===== src/rtl/m_col_seq.sv =====
// Start/done sequencer for one memristor column's reset, write, read, gnd and pre-charge lines.
// Define M_COL_SEQ_PROG_EN to add a cfg_* port for runtime-programmable phase timings.
module m_col_seq #(
    parameter int CNT_W = 8,
    parameter int T_RST = 25,
    parameter int T_GAP = 1,
    parameter int T_WR  = 10,
    parameter int T_PRE = 1,
    parameter int T_RD  = 15,
    parameter int T_REC = 14
) (
    input  logic             clk,
    input  logic             rst,
`ifdef M_COL_SEQ_PROG_EN
    input  logic             cfg_we,
    input  logic [2:0]       cfg_addr,
    input  logic [CNT_W-1:0] cfg_wdata,
`endif
    input  logic             start,
    input  logic [1:0]       op,
    input  logic [3:0]       n_reads,
    input  logic             abort,
    output logic             busy,
    output logic             done,
    output logic             err,
    output logic             sample,
    output logic [3:0]       read_idx,
    output logic             rst_ctrl,
    output logic             write1_ctrl,
    output logic             write2_ctrl,
    output logic             read1_ctrl,
    output logic             read2_ctrl,
    output logic             gnd_ctrl,
    output logic             pre_charge_ctrl
);

    typedef enum logic [3:0] {
        S_IDLE, S_RST, S_GAP1, S_WRITE, S_GAP2, S_PRE, S_READ, S_RECOV, S_DONE
    } state_t;

    localparam logic [1:0]       OP_FULL  = 2'b00;
    localparam logic [1:0]       OP_WRITE = 2'b01;
    localparam logic [1:0]       OP_BAD   = 2'b11;
    localparam logic [CNT_W-1:0] ONE      = CNT_W'(1);

    state_t           state;
    state_t           nxt_state;
    logic [CNT_W-1:0] cnt;
    logic [CNT_W-1:0] nxt_cnt;
    logic [3:0]       nxt_idx;
    logic [1:0]       op_q;
    logic [3:0]       last_idx_q;
    logic             nxt_err;
    logic             accept;

    logic [CNT_W-1:0] t_rst_v;
    logic [CNT_W-1:0] t_gap_v;
    logic [CNT_W-1:0] t_wr_v;
    logic [CNT_W-1:0] t_pre_v;
    logic [CNT_W-1:0] t_rd_v;
    logic [CNT_W-1:0] t_rec_v;

`ifdef M_COL_SEQ_PROG_EN
    // Timing registers only change while idle, so a running sequence never sees a new value.
    always_ff @(posedge clk or posedge rst) begin
        if (rst) begin
            t_rst_v <= CNT_W'(T_RST);
            t_gap_v <= CNT_W'(T_GAP);
            t_wr_v  <= CNT_W'(T_WR);
            t_pre_v <= CNT_W'(T_PRE);
            t_rd_v  <= CNT_W'(T_RD);
            t_rec_v <= CNT_W'(T_REC);
        end else if (cfg_we && !busy) begin
            case (cfg_addr)
                3'd0:    t_rst_v <= cfg_wdata;
                3'd1:    t_gap_v <= cfg_wdata;
                3'd2:    t_wr_v  <= cfg_wdata;
                3'd3:    t_pre_v <= cfg_wdata;
                3'd4:    t_rd_v  <= cfg_wdata;
                3'd5:    t_rec_v <= cfg_wdata;
                default: ;
            endcase
        end
    end
`else
    assign t_rst_v = CNT_W'(T_RST);
    assign t_gap_v = CNT_W'(T_GAP);
    assign t_wr_v  = CNT_W'(T_WR);
    assign t_pre_v = CNT_W'(T_PRE);
    assign t_rd_v  = CNT_W'(T_RD);
    assign t_rec_v = CNT_W'(T_REC);
`endif

    // A zero timing still gives the phase one cycle.
    function automatic logic [CNT_W-1:0] load_of(input logic [CNT_W-1:0] t);
        load_of = (t == '0) ? '0 : t - ONE;
    endfunction

    always_comb begin
        nxt_state = state;
        nxt_cnt   = cnt;
        nxt_idx   = read_idx;
        nxt_err   = 1'b0;
        accept    = 1'b0;
        case (state)
            S_IDLE: begin
                if (start) begin
                    if (op == OP_BAD) begin
                        nxt_err = 1'b1;
                    end else begin
                        accept  = 1'b1;
                        nxt_idx = '0;
                        case (op)
                            OP_FULL: begin
                                nxt_state = S_RST;
                                nxt_cnt   = load_of(t_rst_v);
                            end
                            OP_WRITE: begin
                                nxt_state = S_WRITE;
                                nxt_cnt   = load_of(t_wr_v);
                            end
                            default: begin
                                nxt_state = S_PRE;
                                nxt_cnt   = load_of(t_pre_v);
                            end
                        endcase
                    end
                end
            end
            S_DONE: begin
                nxt_state = S_IDLE;
                nxt_cnt   = '0;
            end
            default: begin
                if (cnt != '0) begin
                    nxt_cnt = cnt - ONE;
                end else begin
                    case (state)
                        S_RST: begin
                            nxt_state = S_GAP1;
                            nxt_cnt   = load_of(t_gap_v);
                        end
                        S_GAP1: begin
                            nxt_state = S_WRITE;
                            nxt_cnt   = load_of(t_wr_v);
                        end
                        S_WRITE: begin
                            nxt_state = S_GAP2;
                            nxt_cnt   = load_of(t_gap_v);
                        end
                        S_GAP2: begin
                            if (op_q == OP_FULL) begin
                                nxt_state = S_PRE;
                                nxt_cnt   = load_of(t_pre_v);
                                nxt_idx   = '0;
                            end else begin
                                nxt_state = S_DONE;
                                nxt_cnt   = '0;
                            end
                        end
                        S_PRE: begin
                            nxt_state = S_READ;
                            nxt_cnt   = load_of(t_rd_v);
                        end
                        S_READ: begin
                            nxt_state = S_RECOV;
                            nxt_cnt   = load_of(t_rec_v);
                        end
                        S_RECOV: begin
                            if (read_idx == last_idx_q) begin
                                nxt_state = S_DONE;
                                nxt_cnt   = '0;
                            end else begin
                                nxt_state = S_PRE;
                                nxt_cnt   = load_of(t_pre_v);
                                nxt_idx   = read_idx + 4'd1;
                            end
                        end
                        default: begin
                            nxt_state = S_IDLE;
                            nxt_cnt   = '0;
                        end
                    endcase
                end
            end
        endcase
        // Abort overrides every transition except a start accepted from idle.
        if (abort && state != S_IDLE) begin
            nxt_state = S_IDLE;
            nxt_cnt   = '0;
            nxt_idx   = '0;
        end
    end

    // Outputs are decoded from the next state so each phase's lines change on its entry edge.
    always_ff @(posedge clk or posedge rst) begin
        if (rst) begin
            state           <= S_IDLE;
            cnt             <= '0;
            read_idx        <= '0;
            op_q            <= '0;
            last_idx_q      <= '0;
            busy            <= 1'b0;
            done            <= 1'b0;
            err             <= 1'b0;
            sample          <= 1'b0;
            rst_ctrl        <= 1'b0;
            write1_ctrl     <= 1'b0;
            write2_ctrl     <= 1'b0;
            read1_ctrl      <= 1'b0;
            read2_ctrl      <= 1'b0;
            gnd_ctrl        <= 1'b1;
            pre_charge_ctrl <= 1'b1;
        end else begin
            state    <= nxt_state;
            cnt      <= nxt_cnt;
            read_idx <= nxt_idx;
            if (accept) begin
                op_q       <= op;
                last_idx_q <= (n_reads == 4'd0) ? 4'd0 : n_reads - 4'd1;
            end
            busy            <= (nxt_state != S_IDLE);
            done            <= (nxt_state == S_DONE);
            err             <= nxt_err;
            sample          <= (nxt_state == S_READ) && (nxt_cnt == '0);
            rst_ctrl        <= (nxt_state == S_RST);
            write1_ctrl     <= (nxt_state == S_WRITE);
            write2_ctrl     <= (nxt_state == S_WRITE);
            read1_ctrl      <= (nxt_state == S_READ);
            read2_ctrl      <= (nxt_state == S_READ);
            gnd_ctrl        <= !(nxt_state == S_PRE || nxt_state == S_READ || nxt_state == S_RECOV);
            pre_charge_ctrl <= (nxt_state != S_PRE);
        end
    end

endmodule


===== config.mk =====
export PLATFORM = sky130hd
export DESIGN_NAME = m_col_seq
export DESIGN_NICKNAME = d
export VERILOG_FILES = /design/src/rtl/m_col_seq.sv
export SDC_FILE = /design/constraint.sdc
export NUM_CORES = 1
export LEC_CHECK = 0
export ABC_AREA = 1
export ABC_CLOCK_PERIOD_IN_PS = 1650
export CAP_MARGIN = 10
export CORE_MARGIN = 4
export CORE_UTILIZATION = 40
export CTS_CLUSTER_DIAMETER = 40
export DETAILED_ROUTE_END_ITERATION = 8
export PLACE_DENSITY_LB_ADDON = 0.12
export SLEW_MARGIN = 40
export SYNTH_ARGS = -nofsm -noshare
export SYNTH_HDL_FRONTEND = slang
export SYNTH_SLANG_ARGS = --single-unit

===== constraint.sdc =====
create_clock -name clk -period 1.65 [get_ports clk]
set_input_delay 0.33 -clock clk [delete_from_list [all_inputs] [get_ports clk]]
set_output_delay 0.33 -clock clk [all_outputs]
set_load 0.01 [all_outputs]

# Word-level counts from Yosys, hierarchy flattened
# Cells that the tools add are included.
# Widths: inputs -> output; s select.
[word_totals] elab_cells=87 inputBits=10 regBits=31 out_inout_bits=15
[op_classes] n_reduce_logical=15 n_addsub=3 eq_ne=24 n_mux=31
[op_table] cell="$mux 4" count=13
[op_table] cell="$mux 8" count=4
[op_table] cell="$eq 4x3->1 const B" count=7
[op_table] cell="$pmux 4 s7" count=1
[op_table] cell="$pmux 4 s2" count=3
[op_table] cell="$pmux 8 s2" count=1
[op_table] cell="$eq 4x2->1 const B" count=3
[op_table] cell="$pmux 4 s3" count=1
[op_table] cell="$reduce_bool 4->1" count=3
[op_table] cell="$pmux 5 s2" count=1
[op_table] cell="$eq 4x1->1 const B" count=2
[op_table] cell="$eq 4x4->1 const B" count=2
[op_table] cell="$logic_not 4->1" count=2
[op_table] cell="$logic_not 8->1" count=1
[op_table] cell="$ne 4x3->1 const B" count=2
[op_table] cell="$reduce_bool 8->1" count=1
[op_table] cell="$sub 8x1->8 const B" count=1
[op_table] cell="$reduce_and 7->1" count=1
[op_table] cell="$mux 1" count=6
[op_table] cell="$ne 3x3->1 const B" count=2
[op_table] cell="$pmux 3 s2" count=1
[op_table] cell="$add 4x1->4 const B" count=1
[op_table] cell="$eq 4x4->1" count=1
[op_table] cell="$logic_not 2->1" count=2
[op_table] cell="9 further kinds" count=11

# Logic depth before layout (Yosys ltp)
# Gate-level depths: netlist of run 1.
[logic_depth] word_depth=10 ltp_mapped=13 ltp_nobuf=13

# Worst setup path before layout of run 1
# Ideal clock, no wire load.
[synth_timing] path_kind="register -> register" start="reg cnt[0]" end="reg sample" period_less_slack_ps=1608 t_arrival_ps=1539 stages_incl_launch_ff=12 setup_slack_ps=42 cell_sequence="dfrtp_1 -> inv_1 -> ha_1 -> nand2_2 -> nor2_2 -> buf_4 -> nand3_1 -> a21oi_1 -> nor2_2 -> nor2_1 -> nand2_1 -> nor2_2"
[synth_between] elab_chain_cells=6 elab_cells_between_ends=13 cone_classes="add/sub (1); eq/ne (1); mux (8); reduce/logical (3)"
[synth_lines] element="start: declaration" line="48" source="logic [CNT_W-1:0] cnt;"
[synth_lines] element="start signal: assignment" line="216" source="cnt <= nxt_cnt;"
[synth_lines] element="$sub 8x1->8 or $reduce_bool 8->1 (tied branches)" line="136, 135"
[synth_lines] element="$mux 8 *" line="135" source="if (cnt != '0) begin"
[synth_lines] element="$pmux 8 s2 *" line="105" source="case (state)"
[synth_lines] element="$mux 8 *" line="188" source="if (abort && state != S_IDLE) begin"
[synth_lines] element="via nxt_cnt[3]" line="49" source="logic [CNT_W-1:0] nxt_cnt;"
[synth_lines] element="$logic_not 8->1 *" line="225" source="sample <= (nxt_state == S_READ) && (nxt_cnt == '0);"
[synth_lines] element="$logic_and 1x1->1 *" line="225"
[synth_lines] element="end signal: assignment" line="225"
[synth_lines] element="end: declaration" line="26" source="output logic sample,"
# The timed path passes the listed nets; every way through them passes the cells marked *.
# A chain may end at the register's enable or synchronous reset.

# Worst setup path after layout of run 1
[layout_timing] start="reg state[0]" end="reg sample"
[layout_between] elab_chain_cells=7 elab_cells_between_ends=24 cone_classes="eq/ne (9); mux (10); reduce/logical (5)"
[layout_lines] element="start: declaration" line="46" source="state_t state;"
[layout_lines] element="start signal: assignment" line="215" source="state <= nxt_state;"
[layout_lines] element="$eq 4x3->1, or another cell as far along" line="138" source="case (state)"
[layout_lines] element="$pmux 4 s7 or $pmux 4 s3 (tied branches)" line="138"
[layout_lines] element="$mux 4 or $mux 8 (tied branches)" line="135"
[layout_lines] element="$pmux 4 s2 or $pmux 8 s2 (tied branches)" line="105"
[layout_lines] element="$mux 4 or $mux 8 (tied branches)" line="188"
[layout_lines] element="$eq 4x3->1 or $logic_not 8->1 (tied branches)" line="225"
[layout_lines] element="$logic_and 1x1->1 *" line="225"
# Mark *: on every way between the ends. The rest lies on a longest branch, timed or not.

==> impl_metrics.env, run 1 <==
export IMPL_ant_nets=0
export IMPL_stdcell_count=422
export IMPL_violations="setup timing"
export IMPL_grt_antenna_before_repair=0
export IMPL_htreeDepth=2
export IMPL_ys_seq_area_frac=0.388
export IMPL_synth_top_cell_area_share=0.361
export IMPL_drt_initial_drc_count=58
export IMPL_initial_core_util=0.420
export IMPL_reg2reg_slack_ns=-0.05
export IMPL_min_period_ns=1.70
export IMPL_vias=2053
export IMPL_critPathMaxFanout=7
export IMPL_fin_ws_ns=-0.0540
export IMPL_dieArea_um2=6220
export IMPL_arrival_ns=1.93
export IMPL_clock_fmax_ghz=0.587
export IMPL_critical_path_slowest_cell="dfrtp_2"
export IMPL_synth_most_common_cell="nand2_1"
export IMPL_async_flop_share=1.00
export IMPL_end_kind="register"
export IMPL_critical_path_class="reg -> reg"
export IMPL_die_w_um=78.9
export IMPL_synth_area_leaders="dfrtp_1, nand2_1, inv_1"
export IMPL_powerDensity_nw_per_um2=1910
export IMPL_io_pins=25
export IMPL_cts_root_buf="clkbuf_8"
export IMPL_placedCellCount=400
export IMPL_synth_distinct_cells=33
export IMPL_hp_class="in -> async"
export IMPL_wire_per_inst_um=12.6
export IMPL_hold_violations=0
export IMPL_syn2layout_area_growth_pct=51.1
export IMPL_post_place_ws_ns=-0.267
export IMPL_clock_skew_ns=0.00323
export IMPL_n_fill_cell=419
export IMPL_post_synth_top_area_cell="dfrtp_1"
export IMPL_ff2ff_path_depth=9
export IMPL_cts_buffer_depth=2
export IMPL_rows=25
export IMPL_netlist_top_cells_count="nand2_1, inv_1, dfrtp_1"
export IMPL_globalplace_congestion=0.935
export IMPL_drt_pre_antenna_iters=4
export IMPL_grt_max_degree=32
export IMPL_drive_gt1_frac=0.377
export IMPL_drc=0
export IMPL_numCtsBuffers=5
export IMPL_synth_seq_cells=31
export IMPL_hold_buffers=0
export IMPL_grt_pass1_vias=2021
export IMPL_p_total_mw=5.81
export IMPL_whs_ns=0.398
export IMPL_start_kind="register"
export IMPL_slowest_delay_ns=0.48
export IMPL_antenna_cells=0
export IMPL_portBuffers=24
export IMPL_avgSynthCellArea_um2=7.52
export IMPL_cap_violations=0
export IMPL_insertion_delay_ns=0.28
export IMPL_grt_pass1_wl_um=9320
export IMPL_status="complete, but fails checks"
export IMPL_syn_inst=267
export IMPL_die_h_um=78.9
export IMPL_period_share=1.03
export IMPL_crit_chain="nor2_8 > nand3_4 > a21oi_4 > o211ai_1 > nand2_1 > nand2_4 > a21oi_2 > nand2_2 > nor2_2"
export IMPL_yosysWarnings=0
export IMPL_worst_slew_pin_slew_ns=0.430
export IMPL_utilization=0.634
export IMPL_finalSetupViolations=4
export IMPL_wirelength_um=5340
export IMPL_required_ns=1.87
export IMPL_clk_pin_slew_ns=0.06
export IMPL_synth_edff_count=0
export IMPL_grt_ovfl_total=0
export IMPL_p_leak_nw=1.54
export IMPL_cts_tree="yes"
export IMPL_r2r_start="state[0]"
export IMPL_r2r_end="sample"
export IMPL_dp_hpwl_um=3900
export IMPL_syn_nets=279
export IMPL_vdd_drop_max_mv=1.05
export IMPL_syn_area_um2=2010
export IMPL_slew_viol_final=0
export IMPL_rsz0062_at_grt="yes"
export IMPL_via_per_inst=4.86
export IMPL_synthFlopType="dfrtp_1"
export IMPL_core_um2=4790
export IMPL_grt_usage=0.190
export IMPL_slew_headroom=0.710
export IMPL_cts_sinks=31
export IMPL_fin_nets=366
-- routing by layer --
metal	global-route usage	vias to the layer above	part of all wire
met1	0.229	966	0.42
met2	0.334	45	0.52
li1	-	1028	-
met3	0.0420	14	0.035
met4	0.0704	0	0.023
met5	0	-	0
-- cells in the final DEF (no fill, tap or decap), types with 2 or more instances in the layout --
master and count:
nand2_1 55, buf_4 54, inv_1 34, dfrtp_1 24, nor2_1 22, clkdlybuf4s50_1 21, nand3_1 16, nand2_2 10
inv_2 9, o21ai_0 8, nor2_2 7, nand2_4 6, a21oi_1 6, clkbuf_8 6, o31ai_1 5, nor3_1 5
dfrtp_2 5, nor2_4 4, nand3_2 4, xor2_1 4, buf_6 4, nor2_8 3, o21ai_2 3, nand4_1 3
a21oi_2 3, o211ai_1 3, o21ai_1 3, nor3_2 3, nand3_4 2, inv_4 2, nor3b_1 2, o22ai_1 2
dfstp_2 2, dlygate4sd2_1 2
-- cells by family after synthesis --
| kind of cell | share of synthesized area |
|---|---|
| AOI/OAI and AO/OA | 0.118 |
| xor gates and xnor gates | 0.0174 |
| adders and majority gates | 0.0125 |
| buffers and inverters | 0.0953 |
| DFF | 0.388 |
| and+or+nand+nor | 0.369 |
-- sequential cells by signal, indices dropped and copies added, names as in the netlist --
register,cells
rst_ctrl,1
read2_ctrl,1
read_idx,4
err,1
state,4
sample,1
gnd_ctrl,1
write2_ctrl,1
busy,1
cnt,8
op_q,2
pre_charge_ctrl,1
last_idx_q,4
done,1
-- layout make-up --
cell class | count | area, µm² | area share
multi-input combinational | 188 | 1160 | 0.384
clock buffer | 6 | 82.6 | 0.0272
timing repair buffer | 83 | 711 | 0.234
inverter | 45 | 174 | 0.0573
tap | 67 | 83.8 | 0.0276
sequential | 31 | 785 | 0.259
clock inverter | 2 | 35.0 | 0.0115
-- worst max-delay path, delay by kind of cell, from the launching register on --
family           cells  cell delay, ns
AND/OR/NAND/NOR      6            0.70
flip-flops           1            0.48
AO/OA/AOI/OAI        3            0.45
-- power by group --
part	switching [mW]	total (mW)	internal, mW
clock	0.285	0.773	0.488
sequential	0.166	1.18	1.01
combinational	2.11	3.86	1.75
total	2.56	5.81	3.25
-- worst max-delay path by stage --
stage               cells past startpoint  endpoint      from  slack, ns
CTS                                     9    sample  state[0]      -0.06
finish                                  9    sample  state[0]      -0.05
floorplan                              11    sample    cnt[0]       0.04
global placement                       11    sample     op[0]      -0.17
detailed placement                     11    sample     op[0]      -0.27
global route                           12    sample    cnt[0]      -0.17
-- through the flow --
stage	area, µm²	TNS (ns)
2_1_floorplan	2010	0
5_1_grt	3030	-1.19
6_report	3030	-0.146
3_3_place_gp	2670	-1.49
3_5_place_dp	2670	-2.62
4_1_cts	2930	-0.135
-- repair_timing --
action / CTS / global route
cloned: 1 / 0
buffers inserted: 7 / 10
endpoints found under the hold margin: 0 / 0
pin swaps: 5 / 21
gates resized for setup: 16 / 34
setup endpoints to repair: 16 / 24
(Power assumes the default switching activity.)
==> run 2, diff against run 1 <==
Settings changed: ABC_AREA 1 to unset.
==> impl_metrics.env, run 2 <==
export IMPL_synth_edff_count=0
export IMPL_synth_xor_area_frac=0.0289
export IMPL_core_um2=4380
export IMPL_rows=24
export IMPL_stdcell_count=365
export IMPL_grt_antenna_before_repair=0
export IMPL_regMostFlops="cnt"
export IMPL_hold_buffers=0
export IMPL_slew_viol_final=0
export IMPL_critical_path_class="reg -> reg"
export IMPL_grt_util_met3=0.0435
export IMPL_period_share=1.27
export IMPL_drt_initial_drc_count=110
export IMPL_portBuffers=24
export IMPL_fin_nets=324
export IMPL_initial_core_util=0.414
export IMPL_syn_inst=203
export IMPL_cts_sinks=31
export IMPL_start_kind="register"
export IMPL_grt_ovfl_total=0
export IMPL_netlist_top_cells_count="dfrtp_1, nand2_1, nor2_1, o21ai_0, inv_1"
export IMPL_hp_class="in -> async"
export IMPL_slowest_delay_ns=0.44
export IMPL_globalplace_congestion=0.921
export IMPL_critPathMaxFanout=4
export IMPL_r2r_end="read_idx[2]"
export IMPL_antenna_cells=0
export IMPL_p_leak_nw=1.44
export IMPL_crit_chain="inv_2 > ha_4 > nor4b_4 > and2_4 > nand3_2 > a211o_1 > or4_4 > a21oi_2"
export IMPL_finalSetupViolations=20
export IMPL_grt_max_degree=32
export IMPL_avgSynthCellArea_um2=8.95
export IMPL_required_ns=1.87
export IMPL_p_total_mw=6.11
export IMPL_syn_nets=215
export IMPL_drive_gt1_frac=0.492
export IMPL_via_per_inst=5.35
export IMPL_clk_pin_slew_ns=0.07
export IMPL_post_synth_top_area_cell="dfrtp_1"
export IMPL_synth_top_family_by_area="simple AND/OR/NAND/NOR gates"
export IMPL_cts_buffer_depth=2
export IMPL_arrival_ns=2.31
export IMPL_grt_util_met1=0.247
export IMPL_cap_violations=0
export IMPL_die_h_um=75.4
export IMPL_dieArea_um2=5680
export IMPL_powerDensity_nw_per_um2=1940
export IMPL_violations="setup timing"
export IMPL_synth_distinct_cells=55
export IMPL_grt_pass1_wl_um=8910
export IMPL_vias=1953
export IMPL_n_fill_cell=333
export IMPL_critical_path_slowest_cell="or4_4"
export IMPL_drt_pre_antenna_iters=4
export IMPL_yosysWarnings=0
export IMPL_htreeDepth=2
export IMPL_placedCellCount=346
export IMPL_synth_top_cell_area_share=0.399
export IMPL_r2r_start="cnt[0]"
export IMPL_clock_fmax_ghz=0.478
export IMPL_ff2ff_path_depth=8
export IMPL_end_kind="register"
export IMPL_io_pins=25
export IMPL_cts_root_buf="clkbuf_8"
export IMPL_grt_pass1_vias=1926
export IMPL_fin_tns_setup_ns=-5.39
export IMPL_largest_register_ffs=8
export IMPL_wirelength_um=5730
export IMPL_status="complete, but fails checks"
export IMPL_synth_compound_area_share=0.200
export IMPL_async_flop_share=1.00
export IMPL_fin_ws_ns=-0.443
export IMPL_synth_seq_cells=31
export IMPL_rsz0062_at_grt="yes"
export IMPL_vdd_drop_max_mv=0.925
export IMPL_synth_simple_area_share=0.271
export IMPL_post_place_ws_ns=-0.569
export IMPL_worst_slew_pin_slew_ns=0.355
export IMPL_die_w_um=75.4
export IMPL_grt_usage=0.205
export IMPL_synth_area_mux_share=0.00620
export IMPL_clock_skew_ns=0.00362
export IMPL_reg2reg_slack_ns=-0.44
export IMPL_synth_adder_area_share=0.0138
export IMPL_numCtsBuffers=5
export IMPL_dp_hpwl_um=4110
export IMPL_grt_util_met2=0.372
export IMPL_grt_busiest_layer="met2"
export IMPL_ys_seq_area_frac=0.428
export IMPL_syn_area_um2=1820
export IMPL_synth_most_common_cell="dfrtp_1"
export IMPL_insertion_delay_ns=0.28
export IMPL_wire_per_inst_um=15.7
export IMPL_layout_commonest_cell="buf_4"
export IMPL_slew_headroom=0.763
export IMPL_min_period_ns=2.09
export IMPL_synthFlopType="dfrtp_1"
export IMPL_whs_ns=0.390
export IMPL_cts_tree="yes"
export IMPL_drc=0
export IMPL_synth_area_leaders="dfrtp_1, nand2_1, o21ai_0"
export IMPL_syn2layout_area_growth_pct=73.6
export IMPL_mostFrequentLayoutCells="buf_4, dfrtp_1, nand2_1, clkdlybuf4s50_1, buf_6"
export IMPL_ant_nets=0
export IMPL_hold_violations=0
-- run 2: changes by cell type after synthesis, sizes merged, moves of 5 or more --
cell,delta
nand2,-51
inv,-34
nor2,-21
nand3,-12
a31oi,+5
and2,+5
xnor2,+5
-- run 2: where the power goes --
group | internal [mW] | leakage, nW | switching, mW
registers | 1.02 | 0.398 | 0.198
clock network | 0.488 | 0.0612 | 0.301
logic | 2.21 | 0.981 | 1.89
-- run 2: what timing repair did --
item,4_1_cts,5_1_grt
pin swaps,11,7
endpoints found under the setup margin,29,29
buffers inserted,3,8
resized for setup,33,44
-- run 2: final cells by class --
cell class	instances	area (µm²)	share of cell area
timing repair buffer	110	960	0.304
inverter	11	41.3	0.0131
clock inverter	2	35.0	0.0111
clock buffer	6	82.6	0.0262
multi-input combinational	153	1190	0.376
sequential	31	783	0.248
tap	52	65.1	0.0206
-- run 2: cells by family (layout without fill, tap and decap cells) --
| group | count (synthesis) | in the layout |
|---|---|---|
| mux | 1 | 1 |
| compound gates | 56 | 56 |
| buf+inv | 19 | 129 |
| simple gates | 88 | 88 |
| xor+xnor | 6 | 6 |
| fa+ha+maj | 2 | 2 |
| flops | 31 | 31 |
-- run 2: routing by layer --
metal | vias to the layer above | wire [µm]
met5 | - | 0
met4 | 0 | 73
met3 | 7 | 184
met2 | 46 | 3110
met1 | 944 | 2360
li1 | 956 | -
-- run 2: worst max path at each step --
stage | cells after the start | from | end | slack [ns]
final | 8 | cnt[0] | read_idx[2] | -0.44
after global routing | 8 | cnt[0] | read_idx[2] | -0.57
after CTS | 8 | cnt[0] | busy | -0.44
after detailed placement | 8 | cnt[1] | sample | -0.57
after global placement | 9 | cnt[1] | sample | -0.49
after floorplan | 9 | cnt[0] | read_idx[2] | -0.51
-- run 2: per-stage QoR --
step	area, µm²	util
2_1_floorplan	1840	-
3_3_place_gp	2660	0.608
3_5_place_dp	2660	0.608
4_1_cts	2900	0.662
5_1_grt	3150	0.719
6_report	3150	0.719
-- run 2: critical path, delay by kind of cell, from the launching register on --
family,cells,cell delay (ns)
buf+inv,1,0.08
simple gates,4,0.98
fa+ha+maj,1,0.14
compound gates,2,0.44
flops,1,0.39
==> run 3, diff against run 2 <==
Settings changed: ABC_CLOCK_PERIOD_IN_PS 1650 to 2600.
Clock period 1.65 ns to 2.6 ns, I/O delays scaled along.
==> impl_metrics.env, run 3 (synthesis gave the netlist of run 2 again) <==
export IMPL_status="finished clean"
export IMPL_fin_ws_ns=0.178
export IMPL_whs_ns=0.490
export IMPL_finalSetupViolations=0
export IMPL_p_total_mw=2.67
export IMPL_end_kind="register"
export IMPL_wire_per_inst_um=15.3
export IMPL_cts_tree="yes"
export IMPL_drt_pre_antenna_iters=4
export IMPL_arrival_ns=2.64
export IMPL_cts_sinks=31
export IMPL_rows=24
export IMPL_antenna_cells=0
export IMPL_p_leak_nw=0.961
export IMPL_slew_headroom=0.658
export IMPL_die_h_um=75.4
export IMPL_hold_violations=0
export IMPL_clock_skew_ns=0.00839
export IMPL_critical_path_class="reg -> reg"
export IMPL_clk_pin_slew_ns=0.07
export IMPL_core_um2=4380
export IMPL_ant_nets=0
export IMPL_dieArea_um2=5680
export IMPL_grt_max_degree=32
export IMPL_grt_pass1_wl_um=7600
export IMPL_post_place_ws_ns=0.0278
export IMPL_regMostFlops="cnt"
export IMPL_crit_family="simple AND/OR/NAND/NOR gates"
export IMPL_cap_violations=0
export IMPL_fin_nets=246
export IMPL_htreeDepth=2
export IMPL_hold_buffers=0
export IMPL_start_kind="register"
export IMPL_worst_slew_pin_slew_ns=0.510
export IMPL_critPathBufInv=1
export IMPL_fin_tns_setup_ns=0
export IMPL_insertion_delay_ns=0.29
export IMPL_path_depth=8
export IMPL_vdd_drop_max_mv=0.518
export IMPL_numCtsBuffers=5
export IMPL_ff2ff_path_depth=8
export IMPL_via_per_inst=5.76
export IMPL_stdcell_count=287
export IMPL_layout_commonest_cell="dfrtp_1"
export IMPL_whs_path_depth=1
export IMPL_grt_usage=0.174
export IMPL_crit_chain="inv_1 > ha_1 > nor4b_4 > and2_4 > nand3_2 > a211o_1 > or4_1 > a21oi_1"
export IMPL_placedCellCount=277
export IMPL_portBuffers=24
export IMPL_critical_path_slowest_cell="dfrtp_1"
export IMPL_grt_ovfl_total=0
export IMPL_grt_pass1_vias=1658
export IMPL_cts_buffer_depth=2
export IMPL_mostFrequentLayoutCells="dfrtp_1, clkdlybuf4s50_1, nand2_1"
export IMPL_globalplace_congestion=0.927
export IMPL_io_pins=25
export IMPL_drt_initial_drc_count=95
export IMPL_slowest_delay_ns=0.43
export IMPL_powerDensity_nw_per_um2=1180
export IMPL_dp_hpwl_um=3360
export IMPL_period_share=0.931
export IMPL_wirelength_um=4400
export IMPL_initial_core_util=0.414
export IMPL_clock_fmax_ghz=0.413
export IMPL_slew_viol_final=0
export IMPL_die_w_um=75.4
export IMPL_syn2layout_area_growth_pct=24.1
export IMPL_vias=1654
export IMPL_min_period_ns=2.42
export IMPL_required_ns=2.82
export IMPL_drc=0
export IMPL_critPathMaxFanout=8
export IMPL_post_dp_cell_area_um2=2110
export IMPL_final_area_um2=2250
export IMPL_cts_root_buf="clkbuf_8"
export IMPL_rsz0062_at_grt="no"
export IMPL_largest_register_ffs=8
export IMPL_utilization=0.514
export IMPL_drive_gt1_frac=0.132
export IMPL_hp_class="reg -> reg"
export IMPL_grt_antenna_before_repair=0
==> run 3: cell count changes in the layout (fill, tap and decap cells not counted), sizes merged <==
cell / delta
clkdlybuf4s50: +6
dlymetal6s2s: -1
dlygate4sd2: -5
buf: -78
==> run 3: final timing paths <==
kind / startpoint / endpoint / slack [ns]
min reg2reg: op_q[0] / op_q[0] / 0.49
max reg2reg: cnt[0] / read_idx[2] / 0.18
max: cnt[0] / read_idx[2] / 0.18
min in group asynchronous: rst / read_idx[3] / 0.61
max in group asynchronous: rst / gnd_ctrl / 1.67
min: op_q[0] / op_q[0] / 0.49
==> run 3: per-layer routing <==
| layer | global-route usage | up-vias | wire length [µm] |
|---|---|---|---|
| met5 | 0 | - | 0 |
| met1 | 0.233 | 781 | 1960 |
| li1 | - | 806 | - |
| met3 | 0.0488 | 6 | 295 |
| met2 | 0.275 | 61 | 2100 |
| met4 | 0.0544 | 0 | 46 |
==> run 3: worst reg2reg max path, delay by kind of cell, from the launching register on <==
kind                       cells  cell delay (ns)
AOI/OAI and AO/OA              2             0.54
adders and majority gates      1             0.22
buffers and inverters          1             0.08
DFF                            1             0.43
and+or+nand+nor                4             1.09
==> run 3: cell type report <==
cell class / instances / area (µm²)
fill: 396 / 2130
multi-input combinational: 153 / 952
sequential: 31 / 778
timing repair buffer: 32 / 300
clock buffer: 6 / 82.6
tap: 52 / 65.1
inverter: 11 / 41.3
clock inverter: 2 / 35.0
==> run 3: timing repair <==
item / CTS / global route
setup endpoints to repair: 0 / 4
buffers inserted: 0 / 2
resized for setup: 0 / 3
==> run 3: report_power, final <==
group          switching, mW  internal, mW  total [mW]
Clock                  0.185         0.310       0.495
Sequential             0.181         0.642       0.823
Combinational          0.753         0.597        1.35
Total                   1.12          1.55        2.67
